File: config.mk
export PLATFORM = sky130hd
export DESIGN_NAME = genius_ctrl
export DESIGN_NICKNAME = d
export VERILOG_FILES = /design/src/rtl/genius_pkg.sv /design/src/rtl/genius_timer.sv /design/src/rtl/genius_ctrl.sv
export SDC_FILE = /design/constraint.sdc
export NUM_CORES = 1
export LEC_CHECK = 0
export BUFFER_PORTS_ARGS = -buffer_cell sky130_fd_sc_hd__buf_2
export CORE_MARGIN = 3
export CORE_UTILIZATION = 40
export CTS_BUF_LIST = sky130_fd_sc_hd__clkbuf_8 sky130_fd_sc_hd__clkbuf_16
export DETAILED_ROUTE_END_ITERATION = 10
export HOLD_SLACK_MARGIN = 0.05
export MAX_ROUTING_LAYER = met4
export PLACE_DENSITY = 0.56
export SLEW_MARGIN = 20
export SYNTH_ARGS = -nofsm -noshare
export SYNTH_HDL_FRONTEND = slang
export SYNTH_SLANG_ARGS = --single-unit
File: constraint.sdc
create_clock -name clock -period 5 [get_ports clock]
set_input_delay 0.25 -clock clock [delete_from_list [all_inputs] [get_ports clock]]
set_output_delay 0.25 -clock clock [all_outputs]
set_load 0.05 [all_outputs]
File: src/rtl/genius_pkg.sv
// genius_pkg: shared states, colours and round limit for the genius game controller
package genius_pkg;
  typedef enum logic [2:0] {OCIOSO, MOSTRA_ON, MOSTRA_OFF, ESPERA, GANHOU, PERDEU} state_e;
  localparam logic [3:0] VERDE      = 4'b0001;
  localparam logic [3:0] VERMELHO   = 4'b0010;
  localparam logic [3:0] AZUL       = 4'b0100;
  localparam logic [3:0] AMARELO    = 4'b1000;
  localparam logic [3:0] TODAS      = VERDE | VERMELHO | AZUL | AMARELO;
  localparam logic [3:0] LAST_ROUND = 4'd15;
endpackage

File: src/rtl/genius_timer.sv
// genius_timer: loadable up-counter with clear and terminal-count compare
module genius_timer #(
  parameter int W = 8
) (
  input  logic         clock,
  input  logic         reset,
  input  logic         clr,
  input  logic         ld,
  input  logic         en,
  input  logic [W-1:0] ld_val,
  input  logic [W-1:0] term,
  output logic         tc
);
  logic [W-1:0] cnt_d, cnt_q;
  // clear wins over load, load wins over counting
  always_comb cnt_d = clr ? '0 : ld ? ld_val : en ? cnt_q + 1'b1 : cnt_q;
  // count register
  always_ff @(posedge clock) cnt_q <= reset ? '0 : cnt_d;
  assign tc = cnt_q == term;
endmodule

File: src/rtl/genius_ctrl.sv
// genius_ctrl: sequence playback / player-echo controller for a four-colour memory game
module genius_ctrl
  import genius_pkg::*;
#(
  parameter int T_ON      = 25_000_000,
  parameter int T_OFF     = 12_500_000,
  parameter int T_TIMEOUT = 250_000_000
) (
  input  logic       clock,
  input  logic       reset,
  input  logic       start,
  input  logic [3:0] botoes,
  input  logic [3:0] seq_data,
  output logic [3:0] seq_addr,
  output logic [3:0] leds,
  output logic [3:0] rodada,
  output logic       erro,
  output logic       vitoria
);
  localparam int TMAX = (T_ON > T_OFF ? T_ON : T_OFF) > T_TIMEOUT ? (T_ON > T_OFF ? T_ON : T_OFF) : T_TIMEOUT;
  localparam int TW = TMAX > 1 ? $clog2(TMAX) : 1;
  localparam logic [TW-1:0] ON_TC  = TW'(T_ON - 1);
  localparam logic [TW-1:0] OFF_TC = TW'(T_OFF - 1);
  localparam logic [TW-1:0] TO_TC  = TW'(T_TIMEOUT - 1);
  state_e     state_d, state_q;
  logic [3:0] idx_d, idx_q, rodada_d, rodada_q, seq_addr_d, seq_addr_q, leds_d, leds_q, off_next;
  logic       gap_d, gap_q, erro_d, erro_q, vitoria_d, vitoria_q;
  logic       tc, press, idle, tmr_clr;
  logic [TW-1:0] term;
  assign press = state_q == ESPERA && botoes != 4'b0;
  assign idle  = state_q == OCIOSO || state_q == GANHOU || state_q == PERDEU;
  assign term  = state_q == MOSTRA_ON ? ON_TC : state_q == MOSTRA_OFF ? OFF_TC : TO_TC;
  assign tmr_clr = idle || press || state_d != state_q;
  genius_timer #(.W(TW)) u_timer (
    .clock (clock),
    .reset (reset),
    .clr   (tmr_clr),
    .ld    (1'b0),
    .en    (1'b1),
    .ld_val('0),
    .term  (term),
    .tc    (tc)
  );
  // next state; gap_q marks the dark gap before a replay, which restarts at step 0
  always_comb begin
    state_d  = state_q;
    idx_d    = idx_q;
    rodada_d = rodada_q;
    gap_d    = gap_q;
    unique case (state_q)
      OCIOSO, GANHOU, PERDEU: if (start) begin
        state_d  = MOSTRA_ON;
        idx_d    = '0;
        rodada_d = '0;
        gap_d    = 1'b0;
      end
      MOSTRA_ON: if (tc) state_d = MOSTRA_OFF;
      MOSTRA_OFF: if (tc) begin
        gap_d = 1'b0;
        if (gap_q) state_d = MOSTRA_ON;
        else if (idx_q < rodada_q) begin
          idx_d   = idx_q + 4'd1;
          state_d = MOSTRA_ON;
        end else begin
          idx_d   = '0;
          state_d = ESPERA;
        end
      end
      ESPERA: if (press) begin
        if (botoes != seq_data) state_d = PERDEU;
        else if (idx_q < rodada_q) idx_d = idx_q + 4'd1;
        else if (rodada_q < LAST_ROUND) begin
          rodada_d = rodada_q + 4'd1;
          idx_d    = '0;
          gap_d    = 1'b1;
          state_d  = MOSTRA_OFF;
        end else state_d = GANHOU;
      end else if (tc) state_d = PERDEU;
      default: state_d = OCIOSO;
    endcase
  end
  // outputs from the next state; while dark the ROM address already points at the next step shown
  always_comb begin
    off_next   = gap_d ? 4'd0 : idx_d < rodada_d ? idx_d + 4'd1 : 4'd0;
    seq_addr_d = (state_d == MOSTRA_ON || state_d == ESPERA) ? idx_d : state_d == MOSTRA_OFF ? off_next : 4'd0;
    leds_d     = state_d == MOSTRA_ON ? seq_data
               : (state_d == ESPERA && state_q == ESPERA) ? botoes
               : state_d == GANHOU ? TODAS : 4'b0;
    erro_d     = state_d == PERDEU;
    vitoria_d  = state_d == GANHOU;
  end
  // state and output registers
  always_ff @(posedge clock) begin
    if (reset) begin
      state_q    <= OCIOSO;
      idx_q      <= '0;
      rodada_q   <= '0;
      gap_q      <= 1'b0;
      seq_addr_q <= '0;
      leds_q     <= '0;
      erro_q     <= 1'b0;
      vitoria_q  <= 1'b0;
    end else begin
      state_q    <= state_d;
      idx_q      <= idx_d;
      rodada_q   <= rodada_d;
      gap_q      <= gap_d;
      seq_addr_q <= seq_addr_d;
      leds_q     <= leds_d;
      erro_q     <= erro_d;
      vitoria_q  <= vitoria_d;
    end
  end
  assign seq_addr = seq_addr_q;
  assign leds     = leds_q;
  assign rodada   = rodada_q;
  assign erro     = erro_q;
  assign vitoria  = vitoria_q;
endmodule

# Yosys cells after proc, flatten, opt, wreduce, memory -nomap -nowiden
# Index checks and enable logic that the tools add are counted.
word_totals:
  output_inout_bits: 14
  regBits: 50
op_classes:
  addsub: 4
  muxes: 42
  order_cmp: 3
  eq_ne: 13
  n_reduce_logical: 11
op_table:
  columns: ["op", "n"]
  rows:
  - ["two-way mux 4 bit", 20]
  - ["two-way mux 28 bit", 2]
  - ["adder 28 x 1 -> 28 bit (second input constant)", 1]
  - ["equality test 28 bit", 1]
  - ["two-way mux 3 bit", 8]
  - ["adder 4 x 1 -> 4 bit (second input constant)", 3]
  - ["equality test 3 x 2 -> 1 bit (second input constant)", 4]
  - ["equality test 3 bit (second input constant)", 4]
  - ["case mux 3 bit (4 select lines)", 1]
  - ["case mux 4 bit (3 select lines)", 1]
  - ["less-than comparator 4 bit", 2]
  - ["case mux 4 bit (2 select lines)", 1]
  - ["equality test 3 x 1 -> 1 bit (second input constant)", 2]
  - ["two-way mux 1 bit", 6]
  - ["logical OR 1 bit", 5]
  - ["less-than comparator 4 bit (second input constant)", 1]
  - ["two-way mux 2 bit", 2]
  - ["!= test 4 bit", 1]
  - ["nonzero test 4 bit", 1]
  - ["zero test 3 bit", 1]
  - ["!= test 3 bit", 1]
  - ["case mux 1 bit (3 select lines)", 1]
  - ["OR reduction 3 bit", 1]
  - ["logical AND 1 bit", 2]
  - ["OR reduction 2 bit", 1]

# Longest topological paths before layout
# Gate-level depths: netlist of run 1.
logic_depth:
  word_depth: 11
  depth_mapped: 18
  mapped_depth_nobuf: 17

# Hierarchy
# From an unflattened synthesis of run 1, not the netlist that was laid out.
unflattened:
  cells_unflattened: 431
  hier_area_um2: 3464.6
by_module_without_submodules:
  columns: ["module", "cells_per_inst", "area_per_inst_um2", "instances"]
  rows:
  - ["genius_timer", 243, 1946.9, 1]
  - ["genius_ctrl", 188, 1517.7, 1]

# Least setup slack after synthesis of run 1
# No wires, ideal clock.
synth_timing:
  path_type: "register to register"
  startpoint: "reg rodada_q[3], in the netlist rodada[3]"
  endpoint: "reg seq_addr_q[3], in the netlist seq_addr[3]"
  setup_ns: 0.057
  path_buffers: 1
  required_ns: 4.943
  t_arrival_ns: 4.049
  path_stages_with_launch: 19
  path_slack_ns: 0.894
  path_cell_list: "dfxtp_1 inv_1 ha_1 or3_1 o21ai_0 or2_2 dlygate4sd1_1 o21ai_0 o21ai_0 o21ai_0 a211oi_1 inv_1 ha_1 and3_1 o211ai_1 o2111ai_1 a211oi_2 o31a_1 a21o_1"
synth_via:
  elab_chain_cells: 11
  word_cells_on_any_way: 40
synth_lines:
  columns: ["element", "line", "source"]
  rows:
  - ["from (decl)", "genius_ctrl.sv:26", "logic [3:0] idx_d, idx_q, rodada_d, rodada_q, seq_addr_d, seq_addr_q, leds_d, leds_q, off_next;"]
  - ["from (signal assigned)", "genius_ctrl.sv:106", "rodada_q <= rodada_d;"]
  - ["less-than comparator 4 bit", "genius_ctrl.sv:72", "else if (rodada_q < LAST_ROUND) begin"]
  - ["two-way mux 4 bit", "genius_ctrl.sv:72", null]
  - ["two-way mux 4 bit", "genius_ctrl.sv:71", "else if (idx_q < rodada_q) idx_d = idx_q + 4'd1;"]
  - ["two-way mux 4 bit", "genius_ctrl.sv:70", "if (botoes != seq_data) state_d = PERDEU;"]
  - ["two-way mux 4 bit", "genius_ctrl.sv:69", "ESPERA: if (press) begin"]
  - ["case mux 4 bit (3 select lines) (*)", "genius_ctrl.sv:50", "unique case (state_q)"]
  - ["via idx_d[3]", "genius_ctrl.sv:26", null]
  - ["adder 4 x 1 -> 4 bit / less-than comparator 4 bit (equally long branches)", "genius_ctrl.sv:84", "off_next = gap_d ? 4'd0 : idx_d < rodada_d ? idx_d + 4'd1 : 4'd0;"]
  - ["two-way mux 4 bit (2 in a row)", "genius_ctrl.sv:84", null]
  - ["two-way mux 4 bit", "genius_ctrl.sv:85", "seq_addr_d = (state_d == MOSTRA_ON || state_d == ESPERA) ? idx_d : state_d == MOSTRA_OFF ? off_next : 4'd0;"]
  - ["two-way mux 4 bit (*)", "genius_ctrl.sv:85", null]
  - ["to (signal assigned)", "genius_ctrl.sv:108", "seq_addr_q <= seq_addr_d;"]
  - ["to (decl)", "genius_ctrl.sv:26", null]
# The timed path passes the listed nets; every way through them passes the cells marked *.
# A chain may end at the register's enable or synchronous reset.

# Worst setup path after layout of run 1
layout_timing:
  startpoint: "reg state_q[1]"
  endpoint: "reg seq_addr_q[3], in the netlist seq_addr[3]"
layout_via:
  elab_chain_cells: 11
  word_cells_on_any_way: 37
layout_lines:
  columns: ["element", "line", "source"]
  rows:
  - ["from (decl)", "genius_ctrl.sv:25", "state_e state_d, state_q;"]
  - ["from (signal assigned)", "genius_ctrl.sv:104", "state_q <= state_d;"]
  - ["equality test 3 x 2 -> 1 bit", "genius_ctrl.sv:32, genius_ctrl.sv:50", null]
  - ["two-way mux 28 bit (2 in a row)", "genius_ctrl.sv:32", "assign term = state_q == MOSTRA_ON ? ON_TC : state_q == MOSTRA_OFF ? OFF_TC : TO_TC;"]
  - ["equality test 28 bit", "genius_timer.sv:19", "assign tc = cnt_q == term;"]
  - ["two-way mux 4 bit", "genius_ctrl.sv:58", "MOSTRA_OFF: if (tc) begin"]
  - ["case mux 4 bit (3 select lines) (*)", "genius_ctrl.sv:50", null]
  - ["via idx_d[3]", "genius_ctrl.sv:26", null]
  - ["adder 4 x 1 -> 4 bit / less-than comparator 4 bit (equally long branches)", "genius_ctrl.sv:84", null]
  - ["two-way mux 4 bit (2 in a row)", "genius_ctrl.sv:84", null]
  - ["two-way mux 4 bit", "genius_ctrl.sv:85", null]
  - ["two-way mux 4 bit (*)", "genius_ctrl.sv:85", null]
# Marked as above.

==> summary.md, run 1 <==
| Metric | Value |
|---|---|
| Status | `complete, no violations` |
| CP max FO | `14` |
| Clock Skew | `0.0129 ns` |
| Via density | `5.46` |
| RR Startpoint | `state_q[1]$_SDFF_PP0_` |
| Largest net degree at the start of global routing | `29` |
| Number of port buffers | `24` |
| Synth Area in Compound Gates | `14.9%` |
| Pre-CTS setup slack | `0.409 ns` |
| Crit start category | `flip-flop` |
| Maximum clock frequency | `218 MHz` |
| Core area | `0.00752 sq mm` |
| XOR/XNOR share of the synthesized area | `about 8.5%` |
| Main flop type after synthesis | `dfxtp_1` |
| Remaining DRCs | `0` |
| Sw Share | `around 25%` |
| Fill count | `766` |
| Hold_buf cts | `0` |
| Clock Sinks | `50` |
| Final Wtd Congestion | `0.917` |
| Post-synthesis mux area share | `1.99%` |
| Syn nets | `374` |
| Number of buffers created by CTS | `5` |
| Die Height | `95.5 um` |
| Initial antenna violation count | `0` |
| # nets final | `393` |
| Vias in the first global route | `2,512` |
| Power density cells | `220 mW/mm^2` |
| Final ANT Viol Nets | `0` |
| Syn Inst Count | `between 300 and 400` |
| Final core occ | `~45%` |
| Ys Warns | `0` |
| Syn Area/Cell | `9.07 sq um` |
| Global-route wire length before repair | `12,100 um` |
| Hold Path Depth | `2` |
| Adder-cell share of the synthesized area | `3.91%` |
| Layout cells sized above 1 | `a little under a quarter` |
| Sum Neg Setup Slack | `0 ns` |
| Slew Limit Fails | `0` |
| Detailed-route via count | `2,577` |
| Std cell rows | `31` |
| H-tree depth | `2` |
| # Max-Cap Violations | `0` |
| Reg2reg end | `seq_addr[3]$_SDFF_PP0_` |
| Worst setup margin | `0.413 ns` |
| Combinational family with the most area after synthesis | `simple AND/OR/NAND/NOR gates` |
| GRT Total Usage | `17.1%` |
| Comb pwr share | `7.2%` |
| CTS tree | `built` |
| CP max stage delay | `0.61 ns` |
| Met1 WL | `approximately 3600 um` |
| DR WL/cell | `14.8 um` |
| Sequential area share after synthesis | `31.3%` |
| Pre-Repair DR Iteration Count | `4` |
| Io pins | `25` |
| Number of synthesized flops with an enable pin | `0` |
| R2r setup slk | `0.41 ns` |
| Area delta synth->final | `6.49%` |
| CTS root buffer | `clkbuf_8` |
| Hold EP | `leds[2]$_SDFF_PP0_` |
| Die W | `95.5 um` |
| CTS clk-pin slew, worst paths | `approximately 0.090 ns` |
| Antenna diode count | `0` |
| CTS max path bufs | `2` |
| Sw Pwr | `185 uW` |
| Synth Area in Simple Gates | `between 30% and 40%` |
| Die ar. | `roughly 0.0091 sq mm` |
| Metal2 WL | `a little under 3000 um` |
| Clock group share of total power | `39.0%` |
| FF-to-FF path depth | `15` |
| Leak | `1.22 nW` |
| Arrival @ worst endpoint | `4.85 ns` |
| CP max-delay cell | `dfxtp_1` |
| VDD IR max | `around 0.12 mV` |
| Synth cell types | `73` |
| Wire length on met3 | `340 um` |
| Slew @ Worst Pin | `between 1 and 1.5 ns` |
| Synth Register Bits | `50` |
| Hold Crit Class | `input port to flip-flop` |
| Final global-route overflow total | `0` |
| Int Pwr | `566 uW` |
| Post-DP HPWL | `~5300 um` |
| Post-CTS Setup Inserts | `0` |
| Starting Density | `roughly 43%` |
| Min Tclk post-route | `4.59 ns` |
| Drt total wl | `6990 um` |
| Async SR Flop Fraction | `0%` |
| Final setup viols | `0` |
| Max transition margin | `26.8%` |
| Worst skew pair latency | `0.32 ns` |
| Fin crit share | `91.7%` |
| RSZ-0062 raised after global routing | `no` |
| Sequential Power Share | `53.9%` |
| Fin. Hold Viols | `0` |
| Synth Cell Area | `0.00320 sq mm` |
| CP endpoint kind | `flip-flop` |
| Hold Path Origin | `botoes[2]` |
| Top Layer Used | `met4` |
| Worst EP required | `5.26 ns` |
| Crit Path Class | `flip-flop to flip-flop` |
| DRT iter0 DRCs | `around 170` |
| CP Cell Sequence | `or3b_2 -> mux2i_1 -> a2111oi_4 -> nand3_1 -> o21ai_0 -> a21oi_1 -> a211oi_1 -> inv_1 -> ha_1 -> and3_1 -> o211ai_1 -> o2111ai_1 -> a211oi_2 -> o31a_1 -> a21o_1` |
==> through the flow <==
step	power [mW]	hold WS, ns	instances	area (sq um)
after CTS	0.759	0.201	472	3400
after floorplan	0.457	0.329	353	3200
after detailed placement	0.469	0.461	464	3290
after global routing	0.777	0.222	472	3410
after global placement	0.468	0.459	464	3290
final	0.751	0.209	472	3410
==> cells in the final DEF (no fill, tap or decap), drive strengths merged, types with 3 or more instances in the layout <==
cell,count
and2,6
and4,5
a21o,3
nand3b,3
ha,10
and2b,5
a21oi,7
nor3b,3
o21a,3
or3,3
buf,26
o21ai,14
clkbuf,5
nor4b,3
nand4,11
nor2,55
a31o,3
a221oi,3
inv,16
mux2,3
dfxtp,50
xor2,20
nor3,8
and3,7
nand2,19
o31a,3
o211ai,3
mux2i,3
a2111oi,3
nand3,20
a211oi,4
xnor2,11
nand2b,3
==> what timing repair did <==
action                                 in CTS  in global routing
resized for setup                           0                  1
setup endpoints to repair                   0                  2
endpoints found under the hold margin       0                  0
==> sequential cells by signal (all words and copies together) (netlist names) <==
name / flops
vitoria: 1
seq_addr: 4
leds: 4
rodada: 4
u_timer.cnt_q: 28
idx_q: 4
gap_q: 1
state_q: 3
erro: 1
==> final cells by class <==
cell class	instances	area, sq um	share of cell area (%)
well taps	99	124	3.63
inverters	15	56.3	1.65
flip-flops and latches	50	1000	29.4
repair buffers	26	135	3.96
clock inverters	3	41.3	1.21
clock buffers	5	68.8	2.02
multi-input cells	274	1980	58.2
==> cells by family after synthesis <==
logic type,count (synthesis)
AND/OR/NAND/NOR,166
AO/OA/AOI/OAI,61
flip-flops,50
XOR/XNOR,31
buffers and inverters,29
adder cells (fa/ha/maj),10
multiplexers,6
==> per-layer routing <==
metal,track usage (%),vias up
li1,-,1298
met1,24.5,1209
met2,24.4,63
met3,2.92,7
met4,5.09,0
met5,-,-
==> how the worst max path moves through the flow <==
stage                           from                      to  slack, ns  cells after the start
6_report       state_q[1]$_SDFF_PP0_  seq_addr[3]$_SDFF_PP0_       0.41                     15
2_1_floorplan   rodada[3]$_SDFF_PP0_  seq_addr[3]$_SDFF_PP0_       0.89                     18
5_1_grt        state_q[0]$_SDFF_PP0_  seq_addr[2]$_SDFF_PP0_       0.04                     15
4_1_cts        state_q[0]$_SDFF_PP0_  seq_addr[3]$_SDFF_PP0_       0.37                     15
3_3_place_gp   state_q[1]$_SDFF_PP0_  seq_addr[3]$_SDFF_PP0_       0.61                     15
3_5_place_dp   state_q[0]$_SDFF_PP0_  seq_addr[2]$_SDFF_PP0_       0.41                     15
==> cells in the mapped netlist (4+ instances only) <==
cell       n  area (sq um)
nor3_1     8          40.0
nor2_4    17           191
and4_1     4          35.0
and3_1     6          37.5
clkbuf_1   4          15.0
and2b_2    5          43.8
and2_1     5          31.3
nor2_1    35           131
nand3_1   20           100
nand2_1   19          71.3
xnor2_1   11          96.3
a21oi_1    7          35.0
xor2_1    20           175
nand4_1   11          68.8
ha_1      10           125
o21ai_0   12          60.1
inv_1     15          56.3
dfxtp_1   50          1000
==> power by group through the flow <==
| stage | Combinational [mW] | Clock (mW) | Sequential [mW] |
|---|---|---|---|
| final | 0.0538 | 0.293 | 0.405 |
| after global routing | 0.0593 | 0.312 | 0.405 |
| after CTS | 0.0546 | 0.300 | 0.405 |
| after detailed placement | 0.0547 | 0 | 0.414 |
| after global placement | 0.0542 | 0 | 0.414 |
| after floorplan | 0.0369 | 0 | 0.420 |
==> critical path, delay by kind of cell (launching register included) <==
family	cells	cell delay, ns
compound gates	9	2.29
simple gates	3	1.01
flops	1	0.61
fa+ha+maj	1	0.33
mux	1	0.20
buf+inv	1	0.11
Power figures use the tool's default switching activity.
==> inputs of run 2 (changes only) <==
--- a/config.mk
+++ b/config.mk
@@ -8,7 +8,7 @@
 export BUFFER_PORTS_ARGS = -buffer_cell sky130_fd_sc_hd__buf_2
 export CORE_MARGIN = 3
 export CORE_UTILIZATION = 40
-export CTS_BUF_LIST = sky130_fd_sc_hd__clkbuf_8 sky130_fd_sc_hd__clkbuf_16
+export CTS_BUF_LIST = sky130_fd_sc_hd__clkbuf_4
 export DETAILED_ROUTE_END_ITERATION = 10
 export HOLD_SLACK_MARGIN = 0.05
 export MAX_ROUTING_LAYER = met4
@@ -16,4 +16,5 @@
 export SLEW_MARGIN = 20
 export SYNTH_ARGS = -nofsm -noshare
 export SYNTH_HDL_FRONTEND = slang
+export SYNTH_HIERARCHICAL = 1
 export SYNTH_SLANG_ARGS = --single-unit
==> run 2 against run 1 <==
Global-route usage grew 1.4 points. Sequential power increased by 4%. Clock-buffer cell count did not move. Via count is 23% higher. Flip-flop and latch count stayed put. Sequential share of layout area shrank 4.0 points. Synthesized area increased by 8.2%. Non-clock buffer count rose by 5. Setup slack got worse by 0.031 ns. Clock power is 16% lower. Critical path depth grew 8. Worst hold slack lost 0.066 ns. Highest routed layer unchanged.
==> summary.md, run 2 <==
| Metric | Value |
|---|---|
| Yosys top cell area share | `28.9%` |
| Synth area leader | `dfxtp_1` |
| Final Wtd Congestion | `0.941` |
| CTS clk-pin slew, worst paths | `0.16 ns` |
| CTS max path bufs | `2` |
| Async SR Flop Fraction | `0%` |
| Largest net degree at the start of global routing | `43` |
| DRT iter0 DRCs | `154` |
| Post-CTS Setup Inserts | `0` |
| Power density cells | `194 mW/mm^2` |
| Die W | `99.1 um` |
| Max transition margin | `55.8%` |
| Global-route wire length before repair | `14,800 um` |
| VDD IR max | `0.0983 mV` |
| Die Height | `99.1 um` |
| Most numerous cell in the Yosys netlist | `dfxtp_1` |
| # Max-Cap Violations | `0` |
| Final setup viols | `0` |
| CTS root buffer | `clkbuf_4` |
| GRT Total Usage | `a little under a fifth` |
| Arrival @ worst endpoint | `4.94 ns` |
| DR WL/cell | `14.6 um` |
| Final global-route overflow total | `0` |
| Number of synthesized flops with an enable pin | `0` |
| Comb pwr share | `13.5%` |
| Clock Skew | `roughly 0.0079 ns` |
| Pre-Repair DR Iteration Count | `4` |
| Post-cts resize count | `0` |
| CP endpoint kind | `flip-flop` |
| Syn Area/Cell | `8.04 sq um` |
| Most common cell after layout, fill and taps aside | `dfxtp_1` |
| Fin crit share | `around 92%` |
| Via density | `5.33` |
| Core area | `0.00830 sq mm` |
| Status | `complete, no violations` |
| Io pins | `25` |
| Synth Register Bits | `50` |
| Vias in the first global route | `3,011` |
| Final core occ | `~48%` |
| Hold_buf cts | `0` |
| Syn Inst Count | `431` |
| Sum Neg Setup Slack | `0 ns` |
| Crit start category | `flip-flop` |
| Fin. Hold Viols | `0` |
| Slew @ Worst Pin | `around 0.66 ns` |
| Worst EP required | `between 5 and 6 ns` |
| Final ANT Viol Nets | `0` |
| CTS tree | `built` |
| H-tree depth | `2` |
| Synth top cells by count | `dfxtp_1 (50), nor2_1 (41), o21ai_0 (29)` |
| Number of port buffers | `24` |
| Die ar. | `0.00981 sq mm` |
| Commonest cells after routing, fill and taps aside | `dfxtp_1 (48), conb_1 (44), nor2_1 (41)` |
| Hold Crit Class | `input port to flip-flop` |
| Clock group share of total power | `about a third` |
| Clock Sinks | `50` |
| Crit Path Class | `flip-flop to flip-flop` |
| Std cell rows | `33` |
| Leak | `1.51 nW` |
| Post-DP HPWL | `~6400 um` |
| CP max FO | `9` |
| Int Pwr | `about 550 uW` |
| Main flop type after synthesis | `dfxtp_1` |
| Largest register by flop count | `u_timer/cnt_q` |
| Detailed-route via count | `3,163` |
| Area delta synth->final | `14.5%` |
| Top cells by area, synth | `dfxtp_1 (29%), xnor2_1 (6.1%), xor2_1 (5.8%)` |
| Max FFs per register | `28` |
| Sequential area share after synthesis | `a little under 30%` |
| Multi-input logic area | `0.00252 sq mm` |
| RSZ-0062 raised after global routing | `no` |
| Synth cell types | `61` |
| Worst skew pair latency | `~0.37 ns` |
| Synth Cell Area | `~0.0035 sq mm` |
| Antenna diode count | `0` |
| # nets final | `508` |
| Ys Warns | `6` |
| Remaining DRCs | `0` |
| Layout cells sized above 1 | `14.1%` |
| Fill count | `roughly 860` |
| Min Tclk post-route | `4.62 ns` |
| Maximum clock frequency | `roughly 220 MHz` |
| Drt total wl | `about 8600 um` |
| Sw Pwr | `220 uW` |
| Sw Share | `28.5%` |
| Sequential Power Share | `54.5%` |
| Initial antenna violation count | `0` |
| Number of buffers created by CTS | `5` |
| Slew Limit Fails | `0` |
| Starting Density | `41.7%` |
| FF+latch area | `0.00101 sq mm` |
## run 2: final cells by class
class                      instances  share of cell area, %
clock buffer                       5                  0.946
clock inverter                     3                   1.14
inverter                          14                   1.32
multi-input combinational        385                   63.6
sequential                        50                   25.4
tap                              105                   3.31
timing repair buffer              31                   4.35
## run 2: per-layer routing
layer  track usage (%)  vias up  part of all wire (%)
met3              2.62        7                   2.8
met2              26.7       41                    43
li1                  -     1651                     -
met4              4.62        0                  0.98
met5                 -        -                     0
met1              27.1     1464                    53
## run 2: cell families after synthesis
group	count (synthesis)	synth area share (%)
AOI/OAI and AO/OA	89	17.5
xor gates and xnor gates	47	11.9
adders and majority gates	10	3.61
buffers and inverters	38	4.30
DFF	50	28.9
muxes	7	2.02
other	2	0.217
and+or+nand+nor	188	31.6
## run 2: path summary, 6_finish.rpt
path | startpoint | end | slack [ns] | cells after the start
setup / recovery | state_q[2]$_SDFF_PP0_ | seq_addr[2]$_SDFF_PP0_ | 0.38 | 23
hold / removal | botoes[0] | leds[0]$_SDFF_PP0_ | 0.14 | 3
setup reg to reg | state_q[2]$_SDFF_PP0_ | seq_addr[2]$_SDFF_PP0_ | 0.38 | 23
hold reg to reg | u_timer/cnt_q[21]$_SDFFE_PP0P_ | u_timer/cnt_q[21]$_SDFFE_PP0P_ | 0.58 | 2
## run 2: critical path, stage by stage, from the launching register on
cell and delay [ns]:
dfxtp_2 0.40, nor2b_2 0.19, nand2_2 0.11, inv_1 0.13
nor2_1 0.06, buf_4 0.16, inv_1 0.12, xor2_1 0.09
nor4_2 0.24, nand4_1 0.19, nor4_4 0.31, nor2b_4 0.20
o21ai_0 0.07, and2_1 0.19, or3_4 0.40, a221oi_4 0.28
inv_2 0.09, ha_1 0.30, a21o_1 0.16, a21oi_1 0.15
nand4bb_1 0.12, a211o_1 0.35, o21ai_1 0.14, o2bb2ai_1 0.11
## run 2: power by group through the flow
stage               logic, mW  clock network (mW)  registers [mW]
floorplan              0.0734                   0           0.430
global placement       0.0983                   0           0.429
detailed placement     0.0978                   0           0.429
CTS                    0.0985               0.260           0.420
global route            0.117               0.270           0.422
finish                  0.104               0.246           0.420
## run 2: through the flow
step	hold slack [ns]	cell area (sq um)	total power, mW	std cells	setup WS [ns]
floorplan	0.395	3620	0.503	473	0.0404
global placement	0.543	3830	0.527	585	0.272
detailed placement	0.548	3830	0.527	585	0.145
CTS	0.126	3910	0.779	593	0.0887
global route	0.131	3970	0.809	593	0.0160
finish	0.143	3970	0.771	593	0.382
